===== config.mk =====
export PLATFORM = sky130hd
export DESIGN_NAME = floor_scroll_sched
export DESIGN_NICKNAME = d
export VERILOG_FILES = /design/src/rtl/floor_pkg.sv /design/src/rtl/floor_lfsr10.sv /design/src/rtl/floor_scroll_sched.sv
export SDC_FILE = /design/constraint.sdc
export NUM_CORES = 1
export LEC_CHECK = 0
export ABC_AREA = 1
export BUFFER_PORTS_ARGS = -buffer_cell sky130_fd_sc_hd__buf_2
export CORE_ASPECT_RATIO = 1.4
export CORE_UTILIZATION = 45
export DETAILED_ROUTE_END_ITERATION = 10
export PLACE_DENSITY = 0.7
export SLEW_MARGIN = 20
export SYNTH_ARGS = -nofsm -noshare
export SYNTH_HDL_FRONTEND = slang
export SYNTH_SLANG_ARGS = --single-unit

===== constraint.sdc =====
create_clock -name clk -period 2.6 [get_ports clk]
set_input_delay 0.26 -clock clk [delete_from_list [all_inputs] [get_ports clk]]
set_output_delay 0.26 -clock clk [all_outputs]
set_load 0.005 [all_outputs]

===== src/rtl/floor_pkg.sv =====
// Shared definitions for the floor scroll scheduler and its helpers:
// state encoding, slot geometry and default screen bounds.
package floor_pkg;

    typedef enum logic [1:0] {
        ST_IDLE   = 2'd0,
        ST_RUN    = 2'd1,
        ST_PAUSED = 2'd2,
        ST_OVER   = 2'd3
    } state_t;

    localparam int NUM_SLOTS = 4;
    localparam int SLOT_W    = 2;
    localparam int Y_W       = 10;

    localparam logic [9:0]  TOP_Y_DEFAULT        = 10'd40;
    localparam logic [9:0]  BOTTOM_Y_DEFAULT     = 10'd470;
    localparam logic [9:0]  X_MIN_DEFAULT        = 10'd40;
    localparam logic [9:0]  X_SPAN_DEFAULT       = 10'd480;
    localparam logic [11:0] LEVEL_FRAMES_DEFAULT = 12'd1200;
    localparam logic [9:0]  LFSR_SEED_DEFAULT    = 10'h2A5;

    // Folds a 9-bit random value into [x_min, x_min + x_span); one subtraction
    // suffices because x_span is at least 256.
    function automatic logic [9:0] wrap_x(input logic [9:0] rnd,
                                          input logic [9:0] x_min,
                                          input logic [9:0] x_span);
        logic [9:0] r;
        r = {1'b0, rnd[8:0]};
        if (r >= x_span) begin
            r = r - x_span;
        end
        return x_min + r;
    endfunction

endpackage


===== src/rtl/floor_lfsr10.sv =====
// Free-running 10-bit Fibonacci LFSR (x^10 + x^7 + 1); a nonzero seed keeps
// it out of the all-zero lock-up state.
module floor_lfsr10 #(
    parameter logic [9:0] SEED = 10'h2A5
) (
    input  logic       clk,
    input  logic       rst,
    output logic [9:0] lfsr
);

    logic [9:0] lfsr_reg;
    logic [9:0] lfsr_next;

    assign lfsr_next = {lfsr_reg[8:0], lfsr_reg[9] ^ lfsr_reg[6]};

    always_ff @(posedge clk) begin
        if (rst) begin
            lfsr_reg <= SEED;
        end else begin
            lfsr_reg <= lfsr_next;
        end
    end

    assign lfsr = lfsr_reg;

endmodule


===== src/rtl/floor_scroll_sched.sv =====
// Floor generator sequencer: paces scroll steps per frame with four speed
// levels and issues one-at-a-time respawn requests for floors that left the screen.
module floor_scroll_sched
    import floor_pkg::*;
#(
    parameter logic [9:0]  TOP_Y        = TOP_Y_DEFAULT,
    parameter logic [9:0]  BOTTOM_Y     = BOTTOM_Y_DEFAULT,
    parameter logic [9:0]  X_MIN        = X_MIN_DEFAULT,
    parameter logic [9:0]  X_SPAN       = X_SPAN_DEFAULT,
    parameter logic [11:0] LEVEL_FRAMES = LEVEL_FRAMES_DEFAULT,
    parameter logic [9:0]  LFSR_SEED    = LFSR_SEED_DEFAULT
) (
    input  logic                      clk,
    input  logic                      rst,
    input  logic                      frame_tick,
    input  logic                      start,
    input  logic                      pause,
    input  logic                      game_over,
    input  logic [NUM_SLOTS*Y_W-1:0]  floor_y,
    output logic                      scroll_step,
    output logic [1:0]                speed_level,
    output logic                      respawn_valid,
    input  logic                      respawn_ready,
    output logic [SLOT_W-1:0]         respawn_slot,
    output logic [9:0]                respawn_x,
    output logic [9:0]                respawn_y,
    output logic [15:0]               depth,
    output logic [1:0]                state
);

    state_t state_reg, state_next;

    logic [2:0]           div_reg,   div_next;
    logic [11:0]          fcnt_reg,  fcnt_next;
    logic [1:0]           level_reg, level_next;
    logic [15:0]          depth_reg, depth_next;
    logic                 step_reg,  step_next;
    logic                 valid_reg, valid_next;
    logic [SLOT_W-1:0]    slot_reg,  slot_next;
    logic [9:0]           x_reg,     x_next;
    logic [NUM_SLOTS-1:0] lock_reg,  lock_next;

    logic [NUM_SLOTS-1:0] exited;
    logic [NUM_SLOTS-1:0] eligible;
    logic [SLOT_W-1:0]    pick;
    logic [9:0]           lfsr;
    logic                 start_game;
    logic                 run_tick;
    logic                 step_match;
    logic                 scan_en;
    logic                 raise;

    floor_lfsr10 #(
        .SEED (LFSR_SEED)
    ) u_lfsr (
        .clk  (clk),
        .rst  (rst),
        .lfsr (lfsr)
    );

    // ---------------- game state FSM ----------------
    always_ff @(posedge clk) begin
        if (rst) begin
            state_reg <= ST_IDLE;
        end else begin
            state_reg <= state_next;
        end
    end

    always_comb begin
        state_next = state_reg;
        case (state_reg)
            ST_IDLE: begin
                if (start) state_next = ST_RUN;
            end
            ST_RUN: begin
                if (game_over)  state_next = ST_OVER;
                else if (pause) state_next = ST_PAUSED;
            end
            ST_PAUSED: begin
                if (game_over)   state_next = ST_OVER;
                else if (!pause) state_next = ST_RUN;
            end
            ST_OVER: begin
                if (!start) state_next = ST_IDLE;
            end
            default: state_next = ST_IDLE;
        endcase
    end

    assign start_game = (state_reg == ST_IDLE) && (state_next == ST_RUN);
    assign run_tick   = (state_reg == ST_RUN) && frame_tick;

    // ---------------- scroll pacing and level schedule ----------------
    always_comb begin
        step_match = 1'b0;
        case (level_reg)
            2'd0:    step_match = (div_reg[2:0] == 3'd0);
            2'd1:    step_match = (div_reg[1:0] == 2'd0);
            2'd2:    step_match = !div_reg[0];
            default: step_match = 1'b1;
        endcase
    end

    always_comb begin
        div_next   = div_reg;
        fcnt_next  = fcnt_reg;
        level_next = level_reg;
        depth_next = depth_reg;
        step_next  = 1'b0;
        if (start_game) begin
            div_next   = 3'd0;
            fcnt_next  = 12'd0;
            level_next = 2'd0;
            depth_next = 16'd0;
        end else if (run_tick) begin
            div_next  = div_reg + 3'd1;
            step_next = step_match;
            if (step_match && (depth_reg != 16'hFFFF)) begin
                depth_next = depth_reg + 16'd1;
            end
            if (fcnt_reg >= LEVEL_FRAMES - 12'd1) begin
                fcnt_next = 12'd0;
                if (level_reg != 2'd3) level_next = level_reg + 2'd1;
            end else begin
                fcnt_next = fcnt_reg + 12'd1;
            end
        end
    end

    // ---------------- respawn scan ----------------
    // A lock bit stays set while its floor is still below the screen, so the
    // generator has time to move y back up before the slot is considered again.
    genvar gi;
    generate
        for (gi = 0; gi < NUM_SLOTS; gi++) begin : g_slot
            assign exited[gi]    = (floor_y[gi*Y_W +: Y_W] >= BOTTOM_Y);
            assign eligible[gi]  = exited[gi] & ~lock_reg[gi];
            assign lock_next[gi] = start_game                      ? 1'b0 :
                                   !exited[gi]                     ? 1'b0 :
                                   (raise && (pick == SLOT_W'(gi))) ? 1'b1 :
                                   lock_reg[gi];
        end
    endgenerate

    always_comb begin
        pick = '0;
        for (int i = NUM_SLOTS - 1; i >= 0; i--) begin
            if (eligible[i]) pick = SLOT_W'(i);
        end
    end

    assign scan_en = ((state_reg == ST_RUN) || (state_reg == ST_PAUSED)) &&
                     (state_next != ST_OVER);
    assign raise   = scan_en && !valid_reg && (|eligible);

    always_comb begin
        valid_next = valid_reg;
        slot_next  = slot_reg;
        x_next     = x_reg;
        if (!scan_en) begin
            valid_next = 1'b0;
        end else if (raise) begin
            valid_next = 1'b1;
            slot_next  = pick;
            x_next     = wrap_x(lfsr, X_MIN, X_SPAN);
        end else if (valid_reg && respawn_ready) begin
            valid_next = 1'b0;
        end
    end

    always_ff @(posedge clk) begin
        if (rst) begin
            div_reg   <= 3'd0;
            fcnt_reg  <= 12'd0;
            level_reg <= 2'd0;
            depth_reg <= 16'd0;
            step_reg  <= 1'b0;
            valid_reg <= 1'b0;
            slot_reg  <= '0;
            x_reg     <= X_MIN;
            lock_reg  <= '0;
        end else begin
            div_reg   <= div_next;
            fcnt_reg  <= fcnt_next;
            level_reg <= level_next;
            depth_reg <= depth_next;
            step_reg  <= step_next;
            valid_reg <= valid_next;
            slot_reg  <= slot_next;
            x_reg     <= x_next;
            lock_reg  <= lock_next;
        end
    end

    assign scroll_step   = step_reg;
    assign speed_level   = level_reg;
    assign respawn_valid = valid_reg;
    assign respawn_slot  = slot_reg;
    assign respawn_x     = x_reg;
    assign respawn_y     = TOP_Y;
    assign depth         = depth_reg;
    assign state         = state_reg;

endmodule


==> results_dict.tcl, run 1 <==
set metrics [dict create \
    fmaxAchievable_mhz 488 \
    dp_hpwl_um 5340 \
    drc_errors 0 \
    row_count 37 \
    overflow 0 \
    postCtsSetupBuffers 0 \
    ys_async_sr_fraction 0 \
    finClkSkew_ns 0.00340 \
    firstDrtPassIters 5 \
    worstSetupStartpoint "state[1]" \
    critical-path-max-stage-delay_ns 0.39 \
    die_y_um 105 \
    post_cts_hold_buffer_count 0 \
    worst_ir_drop_vdd_v 0.000388 \
    routed-via-count 3161 \
    antenna_left 0 \
    overall_global_routing_resource_usage 0.198 \
    die-width_um 75.6 \
    post-route-period-util 0.787 \
    grt_pass1_wl_um 12200 \
    timing_hold_violations_final 0 \
    layout.cells.most_common "nand2_1" \
    cap_violations 0 \
    critical_path_class "flip-flop to flip-flop" \
    final_wl_um 7040 \
    core_region_area_um2 7360 \
    timing.hold.worst.class "input port to flip-flop" \
    unrepaired_setup_endpoints_after_global_routing "false" \
    via_count_of_the_first_global_routing_pass 3001 \
    place_congestion 0.821 \
    min_period_ns 2.05 \
    fin_area_um2 4030 \
    tritoncts_num_sinks 63 \
    setup_viol 0 \
    final.setup.worst_slack_ns 0.553 \
    synth-edff-count 0 \
    average_detailed_routed_wire_length_per_instance_um 10.4 \
    worst_path_max_delay_cell "dfxtp_1" \
    seq_area_frac_synth 0.369 \
    power_per_cell_area_nw_per_um2 538 \
    fin_tns_setup_ns 0 \
    worst_path_dominant_cell_family "simple AND/OR/NAND/NOR gates" \
    floorplan.die_area_um2 7950 \
    placed_area_um2 3830 \
    cts-htree-levels 3 \
    synth.lib_cells_used.distinct 36 \
    pre_cts_slack_ns 0.569 \
    clk_root_buffer_cell "clkbuf_8" \
    area_delta_synth_final_pct 18.1 \
    clkLatencyLatePin_ns 0.34 \
    report.final.slew_viol_count 0 \
    cts_resized 0 \
    maximum_number_of_pins_on_one_net_before_global_route_repair 21 \
    sum_of_internal_switching_and_leakage_power_mw 2.17 \
    critical_path.most_common_cell "nand2_1" \
    top_level_ports 91 \
    path_max_fanout 12 \
    share_of_post_route_cells_with_drive_strength_above_1 0.193 \
    max_reg_flops 16 \
    worst_setup_hold_path_clk_slew_ns 0.07 \
    highest_count_cells_in_the_layout_ignoring_fill_and_taps "135 x nand2_1, 76 x buf_2, 68 x inv_1" \
    cp_data_required_time_ns 2.87 \
    critical_path.startpoint_type "flip-flop" \
    critical_path.cell_chain "inv_1 > ha_1 > nand2_2 > inv_2 > nand2_1 > nor2_2 > nand3_1 > or2_1 > nor2_1 > nand2_1 > a21oi_1" \
    drt_first_iter_violations 122 \
    timing.reg2reg.setup_slack_ns 0.55 \
    ys.flop_type "dfxtp_1" \
    setup.worst_path.end_class "flip-flop" \
    num_antenna_cells 0 \
    synth_register_bits 63 \
    final_core_utilization 0.548 \
    worst_r2r_startpoint "state[1]" \
    tritoncts.num_buffers 9 \
    cts_tree "done" \
    nNetsFinal 635 \
    number_of_buffers_and_inverters_on_the_critical_path 2 \
    clock_path_buffers 2 \
    synthesis.area_per_instance_um2 6.90 \
    initial_core_util 0.464 \
    ys.warnings.count 0 \
    routed_via_count_divided_by_cell_count 4.68 \
    outcome "finished clean" \
    antenna_found_initial 0 \
    place.port_buffers 76 \
    synthCells 495 \
    leakagePower_nw 1.96 \
    worst_hold_startpoint "respawn_ready" \
    synthesis.area_um2 3410 \
    arrival_ns 2.32 \
]
==> worst register-to-register path: stages, from the launching register on <==
cell and delay (ns):
dfxtp_1 0.39, inv_1 0.12, ha_1 0.21, nand2_2 0.12, inv_2 0.20, nand2_1 0.12
nor2_2 0.14, nand3_1 0.12, or2_1 0.24, nor2_1 0.13, nand2_1 0.06, a21oi_1 0.13
==> per-layer routing <==
layer  track usage  vias up  wire (um)
li1              -     1674          -
met5             0        -          0
met2         0.354       62       3870
met4        0.0966        0         36
met3        0.0559        2        248
met1         0.201     1423       2880
==> synth_stat cells (2+ instances only) <==
master | n | area share
dfxtp_1 | 63 | 0.37
buf_6 | 3 | 0.0099
o21ai_0 | 15 | 0.022
nand3_1 | 24 | 0.035
clkbuf_1 | 4 | 0.0044
a21oi_1 | 36 | 0.053
or2_2 | 3 | 0.0055
nor3b_1 | 4 | 0.0088
conb_1 | 2 | 0.0022
ha_1 | 14 | 0.051
nand3b_1 | 2 | 0.0044
and3_1 | 4 | 0.0073
nor2_1 | 53 | 0.058
buf_2 | 2 | 0.0029
xor2_1 | 14 | 0.036
nand2_1 | 135 | 0.15
nor3_1 | 9 | 0.013
xnor2_1 | 5 | 0.013
nand2_2 | 3 | 0.0055
nor2_2 | 2 | 0.0037
inv_1 | 68 | 0.075
buf_4 | 10 | 0.022
inv_2 | 2 | 0.0022
nand4_1 | 6 | 0.011
==> path summary, 6_finish.rpt <==
check,depth (start not counted),to
setup / recovery,11,fcnt_reg[10]
hold / removal,4,respawn_valid
setup reg to reg,11,fcnt_reg[10]
hold reg to reg,2,u_lfsr.lfsr[3]
==> area by class of cell <==
cell class | instances | area [um^2]
clock buffer | 10 | 138
clock inverter | 6 | 60.1
fill | 705 | 3330
inverter | 72 | 272
multi-input combinational | 349 | 1780
sequential | 63 | 1260
tap | 97 | 121
timing repair buffer | 79 | 403
==> metrics by stage <==
step                      std cells  hold slack (ns)
after floorplan                 503            0.364
after global placement          660            0.418
after detailed placement        660            0.420
after CTS                       676            0.195
after global routing            676            0.249
final                           676            0.209
==> where the power goes <==
part	leakage, nW	internal [mW]	switching [mW]	total (mW)
combinational	1.35	0.112	0.175	0.287
clock	0.0981	0.463	0.383	0.846
sequential	0.513	1.01	0.0272	1.04
==> kinds of logic after synthesis <==
logic type | count (synthesis) | share of synthesized area
other | 2 | 0.00220
XOR/XNOR | 19 | 0.0487
adder cells (fa/ha/maj) | 14 | 0.0513
AND/OR/NAND/NOR | 252 | 0.325
AO/OA/AOI/OAI | 54 | 0.0846
flip-flops | 63 | 0.369
buffers and inverters | 91 | 0.119
Power figures use the tool's default switching activity.
==> inputs of run 2 (changes only) <==
- ABC_AREA: 1 -> 0
- clock period: 2.6 -> 2.1 ns (I/O delays scaled with it)
==> run 2 against run 1 <==
  * Sequential cell count is the same
  * Clock-buffer cell count shrank 1
  * Final area grew 4.1%
  * Non-clock buffer count grew 15
  * Sequential share of layout area shrank 1.0 points
  * Register-to-register slack lost 0.50 ns
  * Critical path depth shrank 3
  * Total power grew 75%
  * Synthesized cell count shrank 21%
  * Critical endpoint is now respawn_x[9]
==> results_dict.tcl, run 2 <==
set metrics [dict create \
    outcome "finished clean" \
    row_count 36 \
    core_region_area_um2 7070 \
    arrival_ns 2.27 \
    post-route-period-util 0.974 \
    pre_cts_slack_ns 0.0194 \
    routed-via-count 3176 \
    tritoncts_num_sinks 63 \
    clkLatencyLatePin_ns 0.34 \
    synth.lib_cells_used.distinct 63 \
    placed_insts 557 \
    synth-edff-count 0 \
    critical_path.startpoint_type "flip-flop" \
    switching_share 0.326 \
    timing.hold.worst.class "input port to flip-flop" \
    overall_global_routing_resource_usage 0.214 \
    synth_register_bits 63 \
    power.switching_mw 1.24 \
    path_max_fanout 9 \
    dp_hpwl_um 5690 \
    synthesis.area_per_instance_um2 8.64 \
    clkPwrFrac 0.265 \
    max_reg_flops 16 \
    worst_ir_drop_vdd_v 0.000738 \
    ys.warnings.count 0 \
    critical_path_class "flip-flop to flip-flop" \
    floorplan.die_area_um2 7820 \
    final_core_utilization 0.594 \
    groute.layer.met2.usage 0.379 \
    average_detailed_routed_wire_length_per_instance_um 14.2 \
    tritoncts.num_buffers 9 \
    final_wl_um 8170 \
    worst_setup_hold_path_clk_slew_ns 0.07 \
    timing_hold_violations_final 0 \
    overflow 0 \
    top_level_ports 91 \
    leakagePower_nw 1.71 \
    power_per_cell_area_nw_per_um2 906 \
    comb_power_share 0.354 \
    synth_top_cell_area_share 0.375 \
    synthTopCellsByArea "dfxtp_1 38%, ha_1 5.2%, a21oi_1 4.5%, nand2_1 4.2%, mux2i_1 3.3%" \
    cts-htree-levels 3 \
    final.setup.worst_slack_ns 0.0555 \
    synthesis.area_um2 3360 \
    layout.cells.most_common "buf_2" \
    setup.worst_path.end_class "flip-flop" \
    seq_area_frac_synth 0.375 \
    area_delta_synth_final_pct 24.9 \
    grt_pass1_wl_um 13100 \
    synth_area_leader_cell "dfxtp_1" \
    timing_worst_slew_pin_value_ns 0.557 \
    num_antenna_cells 0 \
    clk_root_buffer_cell "clkbuf_8" \
    post_cts_hold_buffer_count 0 \
    grt_busiest_layer "met2" \
    via_count_of_the_first_global_routing_pass 2991 \
    post_layout_nonfiller_instances 577 \
    fin_tns_setup_ns 0 \
    firstDrtPassIters 4 \
    maximum_number_of_pins_on_one_net_before_global_route_repair 31 \
    fmaxAchievable_mhz 489 \
    ys_async_sr_fraction 0 \
    globalRouteMet1Util 0.239 \
    min_period_ns 2.04 \
    share_of_post_route_cells_with_drive_strength_above_1 0.295 \
    synth.most_common_cell "dfxtp_1" \
    cts_tree "done" \
    report.final.slew_viol_count 0 \
    setup_viol 0 \
    clock_path_buffers 2 \
    routed_via_count_divided_by_cell_count 5.50 \
    yosys-top-cells-count "63 x dfxtp_1, 38 x nand2_1, 30 x a21oi_1" \
    synthCells 389 \
    highest_count_cells_in_the_layout_ignoring_fill_and_taps "76 x buf_2, 60 x dfxtp_1, 38 x nand2_1" \
    antenna_left 0 \
    internal_power_mw 2.56 \
    die_y_um 104 \
    drc_errors 0 \
    cap_violations 0 \
    drt_first_iter_violations 120 \
    finClkSkew_ns 0.00559 \
    die-width_um 75.0 \
    relative_slew_slack 0.629 \
    place_congestion 0.849 \
    initial_core_util 0.475 \
    nNetsFinal 538 \
    gr-usage-met3 0.0291 \
    antenna_found_initial 0 \
    ys.flop_type "dfxtp_1" \
    place.port_buffers 76 \
    cp_data_required_time_ns 2.33 \
    share_seq_of_total_power 0.381 \
]
[run 2: cell count changes after synthesis, moves of 6 or more]
cell,before,now
o31ai_1,0,10
nand3_1,24,8
or4_1,0,7
o21a_1,0,6
a21oi_1,36,30
xor2_1,14,8
inv_1,68,16
nor2b_1,0,14
mux2i_1,0,11
nor2_1,53,28
nand2_1,135,38
[run 2: power by group through the flow]
| stage | Combinational, mW | Clock (mW) | Sequential, mW |
|---|---|---|---|
| 5_1_grt | 1.46 | 1.09 | 1.47 |
| 2_1_floorplan | 0.745 | 0 | 1.45 |
| 4_1_cts | 1.13 | 1.03 | 1.43 |
| 3_3_place_gp | 1.07 | 0 | 1.45 |
| 3_5_place_dp | 1.10 | 0 | 1.46 |
| 6_report | 1.35 | 1.01 | 1.45 |
[run 2: what timing repair did]
item,CTS,global route
pin swaps,0,4
resized for setup,1,21
buffers inserted,0,4
endpoints found under the setup margin,1,17
[run 2: area by class of cell]
type                            instances  area (um^2)
Clock buffer                            9          124
Clock inverter                          7         63.8
Fill cell                             655         2870
Inverter                               16         65.1
Multi-Input combinational cell        293         2020
Sequential cell                        63         1270
Tap cell                               95          119
Timing Repair Buffer                   94          532
[run 2: layer usage]
layer / vias up / wire (um)
li1: 1567 / -
met1: 1519 / 3280
met2: 72 / 4420
met3: 18 / 247
met4: 0 / 227
met5: - / 0
[run 2: path summary, 6_finish.rpt]
kind	slack (ns)	cells after the start	from	to
max	0.06	8	state[1]	respawn_x[9]
min	0.09	2	respawn_ready	respawn_valid
min reg2reg	0.44	1	u_lfsr.lfsr[1]	u_lfsr.lfsr[2]
max reg2reg	0.06	8	state[1]	respawn_x[9]
[run 2: metrics by stage]
stage                     power [mW]  hold WS [ns]  area (um^2)
after detailed placement        2.56         0.429         3860
after global routing            4.01        0.0829         4200
after floorplan                 2.19         0.325         3420
after global placement          2.52         0.425         3860
final                           3.80        0.0940         4200
after CTS                       3.59        0.0825         4060
[run 2: cell families (layout without fill, tap and decap cells)]
group	after synthesis	in the layout	synth area share
AOI/OAI and AO/OA	94	94	0.195
buffers and inverters	41	126	0.0640
and+or+nand+nor	147	147	0.231
other	2	10	0.00223
adders and majority gates	14	14	0.0521
xor gates and xnor gates	13	13	0.0339
DFF	63	63	0.375
muxes	15	15	0.0462
[run 2: worst max-delay path, stage by stage, from the launching register on]
cell and delay (ns):
dfxtp_4 0.39, inv_4 0.09, ha_4 0.19, and3b_1 0.20, a21oi_1 0.19, o2111a_2 0.29
o221ai_4 0.13, buf_12 0.16, mux2_4 0.29
